$ cat src/rtl/apb_master_arbiter.sv
// apb_master_arbiter: two-requester round-robin APB master with illegal-select and timeout error responses
module apb_master_arbiter #(
  parameter int TIMEOUT = 16
) (
  input  logic        pclk,
  input  logic        Reset,
  input  logic        req0_valid,
  input  logic        req0_write,
  input  logic [1:0]  req0_sel,
  input  logic [4:0]  req0_addr,
  input  logic [31:0] req0_wdata,
  input  logic        req1_valid,
  input  logic        req1_write,
  input  logic [1:0]  req1_sel,
  input  logic [4:0]  req1_addr,
  input  logic [31:0] req1_wdata,
  output logic [1:0]  req_ready,
  output logic [1:0]  rsp_done,
  output logic [31:0] rsp_rdata,
  output logic        rsp_err,
  output logic [1:0]  PSEL,
  output logic        PENABLE,
  output logic        PWRITE,
  output logic [4:0]  PADDR,
  output logic [31:0] PWDATA,
  input  logic [31:0] PRDATA1,
  input  logic [31:0] PRDATA2,
  input  logic        PREADY1,
  input  logic        PREADY2
);
  typedef enum logic [1:0] {IDLE, SETUP, ACCESS} state_t;
  state_t state, state_nx;
  logic last_grant, write_q, id_q, pready, legal, timeout, busy;
  logic [1:0] sel_q, grant, gsel;
  logic [4:0] addr_q;
  logic [31:0] wdata_q, prdata;
  logic [7:0] cnt;
  always_comb begin
    grant = (state == IDLE && !Reset) ?
      {req1_valid && (!req0_valid || !last_grant), req0_valid && (!req1_valid || last_grant)} : 2'b00;
    gsel = grant[1] ? req1_sel : req0_sel;
    legal = gsel == 2'b01 || gsel == 2'b10;
    pready = sel_q[0] ? PREADY1 : PREADY2;
    prdata = sel_q[0] ? PRDATA1 : PRDATA2;
    timeout = !pready && cnt == 8'(TIMEOUT - 1);
    state_nx = state == IDLE ? ((|grant && legal) ? SETUP : IDLE) :
               state == SETUP ? ACCESS : ((pready || timeout) ? IDLE : ACCESS);
    busy = state != IDLE;
    req_ready = grant;
    PSEL = busy ? sel_q : 2'b00;
    PENABLE = state == ACCESS;
    PWRITE = busy && write_q;
    PADDR = busy ? addr_q : 5'd0;
    PWDATA = busy ? wdata_q : 32'd0;
  end
  always_ff @(posedge pclk or posedge Reset) begin
    if (Reset) state <= IDLE;
    else state <= state_nx;
  end
  always_ff @(posedge pclk or posedge Reset) begin
    if (Reset) begin
      last_grant <= 1'b1;
      cnt <= 8'd0;
      id_q <= 1'b0;
      write_q <= 1'b0;
      sel_q <= 2'b00;
      addr_q <= 5'd0;
      wdata_q <= 32'd0;
      rsp_done <= 2'b00;
      rsp_err <= 1'b0;
      rsp_rdata <= 32'd0;
    end else begin
      rsp_done <= 2'b00;
      rsp_err <= 1'b0;
      rsp_rdata <= 32'd0;
      if (|grant) begin
        last_grant <= grant[1];
        id_q <= grant[1];
        write_q <= grant[1] ? req1_write : req0_write;
        sel_q <= gsel;
        addr_q <= grant[1] ? req1_addr : req0_addr;
        wdata_q <= grant[1] ? req1_wdata : req0_wdata;
        if (!legal) begin
          rsp_done <= grant;
          rsp_err <= 1'b1;
        end
      end
      if (state == SETUP) cnt <= 8'd0;
      if (state == ACCESS) begin
        if (!pready) cnt <= cnt + 8'd1;
        if (pready || timeout) begin
          rsp_done <= id_q ? 2'b10 : 2'b01;
          rsp_err <= !pready;
          rsp_rdata <= (pready && !write_q) ? prdata : 32'd0;
        end
      end
    end
  end
endmodule

$ cat config.mk
export PLATFORM = sky130hd
export DESIGN_NAME = apb_master_arbiter
export DESIGN_NICKNAME = d
export VERILOG_FILES = /design/src/rtl/apb_master_arbiter.sv
export SDC_FILE = /design/constraint.sdc
export NUM_CORES = 1
export LEC_CHECK = 0
export BUFFER_PORTS_ARGS = -buffer_cell sky130_fd_sc_hd__buf_2
export CORE_MARGIN = 1.5
export CORE_UTILIZATION = 25
export CTS_BUF_LIST = sky130_fd_sc_hd__clkbuf_4
export CTS_CLUSTER_DIAMETER = 200
export CTS_CLUSTER_SIZE = 24
export DETAILED_ROUTE_END_ITERATION = 8
export PLACE_DENSITY = 0.53
export SYNTH_ARGS = -nofsm -noshare
export SYNTH_HDL_FRONTEND = slang
export SYNTH_SLANG_ARGS = --single-unit
$ cat constraint.sdc
create_clock -name pclk -period 3.2 [get_ports pclk]
set_clock_uncertainty 0.1 [all_clocks]
set_input_delay 0.48 -clock pclk [delete_from_list [all_inputs] [get_ports pclk]]
set_output_delay 0.48 -clock pclk [all_outputs]
set_load 0.02 [all_outputs]
==> impl_metrics.env <==
export IMPL_synth_edf_count=0
export IMPL_timing_fmax_ghz=0.366
export IMPL_fin_util_pct=35.0
export IMPL_cp_max_fo=26
export IMPL_synth_cell_type_count=39
export IMPL_cts_resized=0
export IMPL_outcome="finished clean"
export IMPL_endpoint_kind="primary output"
export IMPL_coreArea_sq_um=16600
export IMPL_port_buffers=227
export IMPL_dieArea_sq_um=17900
export IMPL_grt_pass1_wl_microns=19300
export IMPL_hp_class="in -> reg"
export IMPL_antenna_found_initial=1
export IMPL_period_minus_slack_ps=2730
export IMPL_synth_ff_type="dfrtp_1"
export IMPL_die_w_microns=134
export IMPL_setup_viol=0
export IMPL_synthesis_area_sq_um=4280
export IMPL_gp_congestion=0.763
export IMPL_dr_total_vias=3795
export IMPL_dr_pass1_iters=4
export IMPL_nets=789
export IMPL_crit_chain="dlygate4sd3_1 -> buf_2 -> nor3_2 -> nand3_4 -> inv_2 -> buf_2"
export IMPL_n_fill_cell=1730
export IMPL_critical_path_class="in -> out"
export IMPL_io_pins=228
export IMPL_numCtsBuffers=9
export IMPL_wl_per_cell_microns=13.9
export IMPL_relSlewSlack_pct=57.1
export IMPL_dp_hpwl_microns=9180
export IMPL_drv_slew=0
export IMPL_required_ps=2620
export IMPL_grt_pass1_vias=4046
export IMPL_timing_final_crit_share_pct=85.5
export IMPL_finalHoldViolations=0
export IMPL_synth_area_per_cell_sq_um=10.1
export IMPL_htree_levels=3
export IMPL_clk_insertion_delay_late_ps=460
export IMPL_drive_gt1_share_pct=41.4
export IMPL_worstPathArrival_ps=2150
export IMPL_cap_violations=0
export IMPL_syn_inst=423
export IMPL_cts_root_buf="clkbuf_4"
export IMPL_postCtsHoldBufs=1
export IMPL_grt_max_degree=61
export IMPL_vdd_ir_drop_max_mv=0.216
export IMPL_dieHeight_microns=134
export IMPL_gr_total_overflow=0
export IMPL_async_reset_ff_share_pct=100
export IMPL_post_cts_buffers=0
export IMPL_path_buf_inv=4
export IMPL_worstMarginPinSlew_ps=643
export IMPL_cp_slowest_cell="dlygate4sd3_1"
export IMPL_clk_path_buf_depth=2
export IMPL_cpPeakStageDelay_ps=530
export IMPL_std_cell_rows=47
export IMPL_drcViolationCount=0
export IMPL_clock_sinks=87
export IMPL_clk_pin_slew_ps=150
export IMPL_p_leak_nw=3.24
export IMPL_crit_family="buffers and inverters"
export IMPL_ys_ff_latch=87
export IMPL_reg2reg_slack_ps=1050
export IMPL_wirelength_microns=12000
export IMPL_synth_seq_area_share_pct=50.9
export IMPL_postRouteAntennaNets=0
export IMPL_drt_initial_drc_count=91
export IMPL_ys_warn_count=0
export IMPL_fin_setup_tns_ps=0
export IMPL_area_growth_pct=36.0
export IMPL_critPathLaunchType="input pin"
export IMPL_grtUsageTotal_pct=13.6
export IMPL_cpMostUsedCell="buf_2"
export IMPL_syn_num_nets=574
export IMPL_start_util_pct=25.7
export IMPL_grt_setup_unrepaired="false"
export IMPL_drt_vias_per_instance=4.39
export IMPL_cts_tree="built"
export IMPL_p_per_area_nw_per_um2=719
-- Yosys cell counts, types with 2 or more instances --
cell type	number	area share, %
nand3b_1	2	0.35
nor2b_1	41	6.0
nor2_1	77	6.8
nand4_1	2	0.29
mux2i_1	73	17
a31oi_1	2	0.29
nand2b_1	2	0.29
mux2_2	4	1.1
o2bb2ai_1	2	0.41
nand2_1	9	0.79
o21ai_0	2	0.23
nand3_1	10	1.2
clkbuf_1	15	1.3
inv_2	2	0.18
buf_1	7	0.61
inv_1	6	0.53
o21ai_1	8	0.94
and3_1	2	0.29
xor2_1	2	0.41
o22ai_1	4	0.58
a21oi_1	40	4.7
buf_2	9	1.1
dfrtp_1	86	50
-- worst min-delay path, delay by kind of cell --
family / cells / cell delay [ps]
buf+inv: 1 / 70
mux: 1 / 50
simple gates: 1 / 70
-- cell families after synthesis --
family / after synthesis / share of synthesized area, %
flip-flops: 87 / 50.9
adder cells (fa/ha/maj): 1 / 0.292
multiplexers: 78 / 18.7
AO/OA/AOI/OAI: 64 / 8.33
buffers and inverters: 40 / 3.95
XOR/XNOR: 2 / 0.409
AND/OR/NAND/NOR: 151 / 17.5
-- layout by cell type (no fill, tap or decap), types with 2 or more instances in the layout --
master | Yosys | final
nand2b_1 | 2 | 2
diode_2 | 0 | 2
clkbuf_4 | 0 | 9
dfrtp_1 | 86 | 85
o21ai_1 | 8 | 8
buf_2 | 9 | 227
nor2b_1 | 41 | 41
clkinvlp_4 | 0 | 2
mux2_2 | 4 | 4
o2bb2ai_1 | 2 | 2
mux2i_1 | 73 | 73
nand4_1 | 2 | 2
a21oi_1 | 40 | 40
a31oi_1 | 2 | 2
clkinv_2 | 0 | 3
inv_1 | 6 | 5
o22ai_1 | 4 | 4
buf_12 | 0 | 2
nand3b_1 | 2 | 2
and3_1 | 2 | 2
o21ai_0 | 2 | 2
buf_4 | 0 | 6
nand2_1 | 9 | 9
xor2_1 | 2 | 2
inv_2 | 2 | 2
nor2_1 | 77 | 76
nand3_1 | 10 | 8
-- path summary, 6_finish.rpt --
kind                        startpoint             to  cells after the start
max                              Reset   req_ready[1]                      6
min                        PRDATA2[31]  rsp_rdata[31]                      3
max reg2reg                   state[0]    wdata_q[21]                      5
min reg2reg                       id_q    rsp_done[0]                      1
max in group asynchronous        Reset     last_grant                      4
min in group asynchronous        Reset     wdata_q[3]                      3
-- stage by stage --
| stage | cells | hold slack (ps) | setup slack [ps] | total power, mW | instance area (sq um) |
|---|---|---|---|---|---|
| floorplan | 423 | 344 | 371 | 3.00 | 4280 |
| global placement | 846 | 358 | 1050 | 3.56 | 5660 |
| detailed placement | 846 | 373 | 987 | 3.60 | 5660 |
| CTS | 863 | 86.6 | 423 | 4.27 | 5810 |
| global route | 864 | 104 | 311 | 4.50 | 5820 |
| finish | 865 | 137 | 465 | 4.19 | 5820 |
-- final cells by class --
type | count | area [sq um] | share of cell area [%]
flip-flops and latches | 87 | 2180 | 37.5
clock inverters | 7 | 72.6 | 1.25
repair buffers | 236 | 1230 | 21.2
well taps | 220 | 275 | 4.73
multi-input cells | 296 | 1960 | 33.6
clock buffers | 9 | 67.6 | 1.16
diodes | 2 | 5.00 | 0.0860
inverters | 8 | 31.3 | 0.538
-- registers in the layout, indices dropped and copies added, names as in the netlist --
| signal | cells |
|---|---|
| state | 2 |
| write_q | 1 |
| id_q | 1 |
| rsp_rdata | 32 |
| rsp_err | 1 |
| last_grant | 1 |
| wdata_q | 32 |
| sel_q | 2 |
| cnt | 8 |
| addr_q | 5 |
| rsp_done | 2 |
-- report_power, final --
part	switching (mW)	internal (mW)
Clock	0.403	0.239
Combinational	1.08	0.811
Sequential	0.218	1.43
-- routing by layer --
layer  global-route usage [%]  wire (microns)  part of all wire [%]
met1                     14.7            4690                    39
met2                     24.0            6070                    50
met3                     5.18             995                   8.3
met4                     5.43             257                   2.1
met5                        0               0                     0
Note: power is estimated with default switching activity, not from simulation.
